<file path="config.mk">
export PLATFORM = sky130hd
export DESIGN_NAME = corelet_seq
export DESIGN_NICKNAME = d
export VERILOG_FILES = /design/src/rtl/corelet_seq.sv
export SDC_FILE = /design/constraint.sdc
export NUM_CORES = 1
export LEC_CHECK = 0
export ABC_AREA = 0
export CORE_MARGIN = 2
export CORE_UTILIZATION = 37
export CTS_BUF_LIST = sky130_fd_sc_hd__clkbuf_8
export DETAILED_ROUTE_END_ITERATION = 6
export PLACE_DENSITY_LB_ADDON = 0.15
export SETUP_SLACK_MARGIN = 0.5
export SYNTH_ARGS = -nofsm -noshare
export SYNTH_HDL_FRONTEND = slang
export SYNTH_SLANG_ARGS = --single-unit
</file>
<file path="constraint.sdc">
create_clock -name clk -period 2.57 [get_ports clk]
set_input_delay 0.3855 -clock clk [delete_from_list [all_inputs] [get_ports clk]]
set_output_delay 0.3855 -clock clk [all_outputs]
set_load 0.05 [all_outputs]
</file>
<file path="src/rtl/corelet_seq.sv">
// corelet_seq: instruction sequencer for one corelet tile pass.
// Emits the corelet inst word each cycle for these phases, in order:
// weight fetch (XMEM->L0), kernel load, settle, activation execute with
// concurrent OFIFO->PMEM writeback, wait for writeback, optional SFP
// accumulate/ReLU pass over PMEM, and a done pulse.
// Ports:
//   clk, reset (async, active high)
//   start                       one-cycle request, honoured only in IDLE
//   w_base/x_base/p_base        XMEM weight / XMEM activation / PMEM psum bases
//   n_act                       number of activation vectors
//   acc_en, relu_en             SFP accumulate pass enable / ReLU on its last cycle
//   l0_full, ofifo_valid        corelet status flags
//   inst                        corelet instruction word
//   busy, done, err             not-IDLE / end-of-pass pulse / sticky L0 overflow
module corelet_seq #(
  parameter int row        = 8,
  parameter int col        = 8,
  parameter int addr_w     = 11,
  parameter int inst_width = 35
) (
  input  logic                  clk,
  input  logic                  reset,
  input  logic                  start,
  input  logic [addr_w-1:0]     w_base,
  input  logic [addr_w-1:0]     x_base,
  input  logic [addr_w-1:0]     p_base,
  input  logic [addr_w-1:0]     n_act,
  input  logic                  acc_en,
  input  logic                  relu_en,
  input  logic                  l0_full,
  input  logic                  ofifo_valid,
  output logic [inst_width-1:0] inst,
  output logic                  busy,
  output logic                  done,
  output logic                  err
);
  // inst field positions
  localparam int B_RELU  = 34;
  localparam int B_ACC   = 33;
  localparam int B_CEN_P = 32;
  localparam int B_WEN_P = 31;
  localparam int A_P_LO  = 20;
  localparam int B_CEN_X = 19;
  localparam int B_WEN_X = 18;
  localparam int A_X_LO  = 7;
  localparam int B_ORD   = 6;
  localparam int B_L0RD  = 3;
  localparam int B_L0WR  = 2;
  localparam int B_EXEC  = 1;
  localparam int B_KLD   = 0;

  // both SRAMs deselected, read mode
  localparam logic [inst_width-1:0] IDLE_WORD =
    (inst_width'(1) << B_CEN_P) | (inst_width'(1) << B_WEN_P) |
    (inst_width'(1) << B_CEN_X) | (inst_width'(1) << B_WEN_X);

  // phase counter is one bit wider than addr_w so it can reach n_act+1
  localparam int CW = addr_w + 1;

  typedef enum logic [2:0] {
    IDLE, W_FETCH, W_LOAD, W_SETTLE, X_EXEC, WB_WAIT, ACC, DONE
  } state_t;

  state_t state, state_nx;
  logic [CW-1:0]     k, n_k;
  logic [addr_w-1:0] w_q, x_q, p_q, n_q;
  logic              acc_q, relu_q;
  logic              accept;

  // writeback engine
  logic [addr_w-1:0] issued, wb_cnt;
  logic              eng_on, rd_go, wb_vld;

  assign accept = (state == IDLE) && start;
  assign n_k    = CW'(n_q);
  assign eng_on = (state == X_EXEC) || (state == WB_WAIT);
  assign rd_go  = eng_on && ofifo_valid && (issued < n_q);

  // ---- state register ----
  always_ff @(posedge clk or posedge reset) begin
    if (reset) state <= IDLE;
    else       state <= state_nx;
  end

  // ---- next state ----
  always_comb begin
    state_nx = state;
    unique case (state)
      IDLE:     if (start) state_nx = W_FETCH;
      W_FETCH:  if (k == CW'(row)) state_nx = W_LOAD;
      W_LOAD:   if (k == CW'(row - 1)) state_nx = W_SETTLE;
      W_SETTLE: if (k == CW'(row + col - 1)) state_nx = (n_q == '0) ? DONE : X_EXEC;
      X_EXEC:   if (k == n_k + CW'(1)) state_nx = WB_WAIT;
      WB_WAIT:  if (wb_cnt == n_q) state_nx = acc_q ? ACC : DONE;
      ACC:      if (k == n_k) state_nx = DONE;
      DONE:     state_nx = IDLE;
      default:  state_nx = IDLE;
    endcase
  end

  // per-state cycle counter, zero on every state entry
  always_ff @(posedge clk or posedge reset) begin
    if (reset)                  k <= '0;
    else if (state_nx != state) k <= '0;
    else                        k <= k + CW'(1);
  end

  // pass configuration, captured only when a start is accepted
  always_ff @(posedge clk or posedge reset) begin
    if (reset) begin
      w_q <= '0; x_q <= '0; p_q <= '0; n_q <= '0;
      acc_q <= 1'b0; relu_q <= 1'b0;
    end else if (accept) begin
      w_q <= w_base; x_q <= x_base; p_q <= p_base; n_q <= n_act;
      acc_q <= acc_en; relu_q <= relu_en;
    end
  end

  // OFIFO pop, then the PMEM write one cycle later (wb_vld)
  always_ff @(posedge clk or posedge reset) begin
    if (reset) begin
      issued <= '0; wb_cnt <= '0; wb_vld <= 1'b0;
    end else if (accept) begin
      issued <= '0; wb_cnt <= '0; wb_vld <= 1'b0;
    end else begin
      wb_vld <= rd_go;
      if (rd_go)  issued <= issued + addr_w'(1);
      if (wb_vld) wb_cnt <= wb_cnt + addr_w'(1);
    end
  end

  // ---- outputs ----
  always_comb begin
    inst = IDLE_WORD;
    unique case (state)
      W_FETCH: begin
        if (k < CW'(row)) begin
          inst[B_CEN_X] = 1'b0;
          inst[A_X_LO +: addr_w] = w_q + k[addr_w-1:0];
        end
        if (k != '0) inst[B_L0WR] = 1'b1;   // data lands one cycle after the read
      end
      W_LOAD: begin
        inst[B_L0RD] = 1'b1;
        inst[B_KLD]  = 1'b1;
      end
      X_EXEC: begin
        if (k < n_k) begin
          inst[B_CEN_X] = 1'b0;
          inst[A_X_LO +: addr_w] = x_q + k[addr_w-1:0];
        end
        if (k != '0 && k <= n_k) inst[B_L0WR] = 1'b1;
        if (k >= CW'(2)) begin
          inst[B_L0RD] = 1'b1;
          inst[B_EXEC] = 1'b1;
        end
      end
      ACC: begin
        if (k < n_k) begin
          inst[B_CEN_P] = 1'b0;
          inst[A_P_LO +: addr_w] = p_q + k[addr_w-1:0];
        end
        if (k != '0) inst[B_ACC] = 1'b1;
        if (k == n_k && relu_q) inst[B_RELU] = 1'b1;
      end
      default: ;
    endcase
    // engine bits overlay; they never coincide with ACC's PMEM reads
    if (rd_go) inst[B_ORD] = 1'b1;
    if (wb_vld) begin
      inst[B_CEN_P] = 1'b0;
      inst[B_WEN_P] = 1'b0;
      inst[A_P_LO +: addr_w] = p_q + wb_cnt;
    end
  end

  assign busy = (state != IDLE);
  assign done = (state == DONE);

  always_ff @(posedge clk or posedge reset) begin
    if (reset)                         err <= 1'b0;
    else if (accept)                   err <= 1'b0;
    else if (inst[B_L0WR] && l0_full)  err <= 1'b1;
  end
endmodule

</file>
==> impl_metrics.py <==
metrics = {
    "status": {
        "outcome": "finished, violations left",
        "failed_checks": "setup timing",
    },
    "floorplanning": {
        "start_util_pct": 37.48,
        "die_w_um": 138.7,
        "die_height_um": 138.7,
        "rows": 49,
        "die-area_mm2": 0.01923,
        "pin_count": 89,
        "core_mm2": 0.01790,
    },
    "finish": {
        "area.sequential_mm2": 0.002137,
        "nFillCells": 1559,
        "syn_to_final_growth_pct": 54.39,
        "drive_above_1_share_pct": 32.11,
        "fin_nets": 1123,
        "finalCoreUtilization_pct": 57.87,
        "multi_input_area_mm2": 0.005200,
        "final_common_cell": "nand2_1",
        "most-common-layout-cells": "152 x nand2_1, 106 x buf_4, 77 x dfrtp_1",
        "layoutNonFillerInstCount": 1235,
        "antenna-diode-count": 0,
    },
    "clock_network": {
        "cts_num_sinks": 85,
        "path_clk_slew_ns": 0.10,
        "cts_root_buf": "clkbuf_8",
        "cts_buffers": 9,
        "clk_path_buf_depth": 2,
        "clock_latency_ns": 0.38,
        "htree_num_levels": 3,
        "ctsHoldBuffers": 0,
        "tritoncts": "done",
    },
    "critical_path": {
        "cp_data_required_time_ns": 2.18,
        "max_stage_delay_ns": 0.46,
        "crit_chain": "ha_4, fa_2, a21o_1, a21oi_2, o21ai_2, o41ai_4, mux2i_1, nand3_1, o21ai_4, buf_12",
        "end_kind": "primary output",
        "cpMaxStageDelayCell": "dfrtp_2",
        "critPathLaunchType": "register",
        "cp.arrival_ns": 2.77,
        "crit_type": "reg -> out",
        "critPathTopFamily": "compound AO/OA/AOI/OAI gates",
        "r2r_cells": 13,
        "critical_path_depth": 10,
        "crit_buf_inv": 1,
        "critPathMaxFanout": 3,
    },
    "timing": {
        "finalCritPeriodShare_pct": 122.7,
        "hold_viol": 0,
        "finalSetupViolCount": 30,
        "rsz0062_at_grt": "true",
        "finalCriticalPeriod_ns": 3.153,
        "drv_slew": 0,
        "finClkSkew_ns": 0.006430,
        "tightest_slew_ns": 0.5712,
        "fmax_ghz": 0.3172,
        "maxSlewHeadroom_pct": 61.92,
        "worst_slack_ns": -0.5830,
    },
    "detailed_routing": {
        "drc": 0,
        "routed_via_density": 5.272,
        "dr.pass1.iters": 5,
        "wl_um": 21230,
        "drtIter0Drc": 477,
        "vias": 6511,
        "ant_nets": 0,
        "wl_per_cell_um": 17.19,
    },
    "placement": {
        "hpwl_um": 15440,
        "io_buffers": 85,
        "placedCellCount": 1179,
        "gp_congestion": 0.8627,
    },
    "grt": {
        "grt_pass1_wl_um": 33870,
        "grt_max_degree": 86,
        "track_usage_pct": 22.11,
        "overflow": 0,
        "grt_pass1_vias": 6344,
        "antenna_found_initial": 0,
    },
    "pwr": {
        "p_comb_share_pct": 36.1,
        "p_sw_share_pct": 32.74,
        "p_leak_nw": 4.876,
        "seq_power_share_pct": 36.0,
        "p_int_mw": 2.862,
        "switchingPower_mw": 1.393,
        "clkPwrFrac_pct": 27.8,
        "irDropWorstVdd_uv": 1199,
        "powerDensity_mw_per_mm2": 410.7,
    },
    "logic_synthesis": {
        "ys_top_cells_by_area": "dfrtp_1 32%, ha_1 12%, nand2_1 8.7%, xnor2_1 6.0%, xor2_1 4.3%",
        "avgSynthCellArea_um2": 8.398,
        "synth.largest_area_cell": "dfrtp_1",
        "ys_types": 65,
        "synthAdderAreaFrac_pct": 13.69,
        "synth_top_family_by_area": "simple AND/OR/NAND/NOR gates",
        "synth_simple_gate_area_share_pct": 23.79,
        "synth-compound-area-share_pct": 15.33,
        "synth.top_cell.area_share_pct": 31.70,
        "yosys_warnings": 0,
        "synth-xor-area-share_pct": 10.31,
        "async_reset_ff_share_pct": 100.0,
        "synth_flop_cell": "dfrtp_1",
        "synth_area_mm2": 0.006710,
        "synthCells": 799,
        "seq_area_frac_synth_pct": 31.70,
        "ys_ff_latch": 85,
        "synthMuxAreaShare_pct": 0.7459,
        "synth-edff-count": 0,
    },
    "worst_hold_path": {
        "hp-class": "in -> async",
    },
    "run": {
        "max_cap_violations": 0,
    },
}
[synthesized netlist by cell type, types with 3 or more instances]
| cell type | instances |
|---|---|
| nand2_1 | 156 |
| dfrtp_1 | 85 |
| ha_1 | 67 |
| nor2_1 | 50 |
| xnor2_1 | 46 |
| o21ai_0 | 41 |
| a21oi_1 | 34 |
| xor2_1 | 33 |
| inv_1 | 31 |
| nand3_1 | 26 |
| clkbuf_1 | 19 |
| nand4_1 | 17 |
| nor3_1 | 12 |
| a22o_1 | 11 |
| a21o_1 | 10 |
| buf_2 | 9 |
| nand2b_1 | 9 |
| and2_1 | 8 |
| and3_1 | 7 |
| nor2b_1 | 7 |
| nor4_1 | 7 |
| o21a_1 | 7 |
| or3_1 | 7 |
| or4_1 | 7 |
| a31oi_1 | 6 |
| o211ai_1 | 6 |
| o22ai_1 | 6 |
| o31ai_1 | 6 |
| buf_4 | 5 |
| mux2i_1 | 5 |
| fa_1 | 4 |
| o2bb2ai_1 | 4 |
| a211oi_1 | 3 |
| nand3b_1 | 3 |
| nand4b_1 | 3 |
| o41ai_1 | 3 |
[power groups by stage]
stage / Clock (mW) / Sequential, mW / Combinational (mW)
floorplan: 0 / 1.55 / 0.884
global placement: 0 / 1.56 / 1.48
detailed placement: 0 / 1.56 / 1.50
CTS: 1.21 / 1.54 / 1.53
global route: 1.27 / 1.55 / 1.65
finish: 1.18 / 1.53 / 1.54
[path summary, 6_finish.rpt]
kind	slack, ns	to	startpoint
max	-0.58	inst[17]	k[0]$_DFF_PP0_
min	0.45	x_q[1]$_DFFE_PP0P_	reset
max reg2reg	0.11	issued[10]$_DFFE_PP0P_	n_q[10]$_DFFE_PP0P_
min reg2reg	0.49	relu_q$_DFFE_PP0P_	relu_q$_DFFE_PP0P_
max in group asynchronous	1.68	p_q[1]$_DFFE_PP0P_	reset
min in group clk	0.49	relu_q$_DFFE_PP0P_	relu_q$_DFFE_PP0P_
[what timing repair did]
| action | CTS | global route |
|---|---|---|
| setup buffers | 28 | 10 |
| endpoints found under the setup margin | 70 | 106 |
| gates cloned | 2 | 0 |
| resized for setup | 93 | 49 |
| pin swaps | 58 | 32 |
[routing by layer]
layer  track usage [%]  up-vias  share of wire, %
met5                 0        -                 0
met4             6.220        0               1.9
met3             2.935       30               3.9
met2             35.57      141                47
met1             31.40     3138                47
li1                  -     3202                 -
[registers in the layout (all words and copies together) (netlist names)]
name,cells
acc_q,1
err,1
issued,11
k,12
n_q,11
p_q,11
relu_q,1
state,3
w_q,11
wb_cnt,11
wb_vld,1
x_q,11
[final cells by class]
cell class | count | share of cell area [%]
Clock buffer | 9 | 1.196
Clock inverter | 7 | 1.111
Inverter | 31 | 1.232
Multi-Input combinational cell | 649 | 50.19
Sequential cell | 85 | 20.63
Tap cell | 229 | 2.766
Timing Repair Buffer | 225 | 22.87
[kinds of logic after synthesis]
| logic type | after synthesis |
|---|---|
| compound gates | 155 |
| other cells | 2 |
| fa+ha+maj | 71 |
| mux | 5 |
| flops | 85 |
| xor+xnor | 79 |
| simple gates | 335 |
| buf+inv | 67 |
[through the flow]
stage                     setup slack (ns)  cell area [um2]  power, mW  hold slack, ns  TNS [ns]
after floorplan                    -0.2607             7234      2.436          0.4374    -1.865
after global placement             -0.3352             9195      3.038          0.4532    -2.270
after detailed placement           -0.3402             9195      3.057          0.4655    -2.615
after CTS                          -0.6166            10100      4.281          0.4923    -11.78
after global routing               -0.6992            10360      4.465          0.5031    -15.61
final                              -0.5830            10360      4.255          0.4523    -12.99
[worst reg2reg max path, stage by stage, from the launching register on]
cell      delay, ns
dfrtp_1        0.38
inv_2          0.07
buf_6          0.11
buf_6          0.12
ha_4           0.23
nand2_2        0.06
nand4b_1       0.16
nor3b_2        0.20
o211a_1        0.23
nor2_4         0.07
buf_6          0.14
buf_6          0.11
or4_1          0.39
a21oi_1        0.13
No activity file was read; power rests on OpenSTA's default activity.
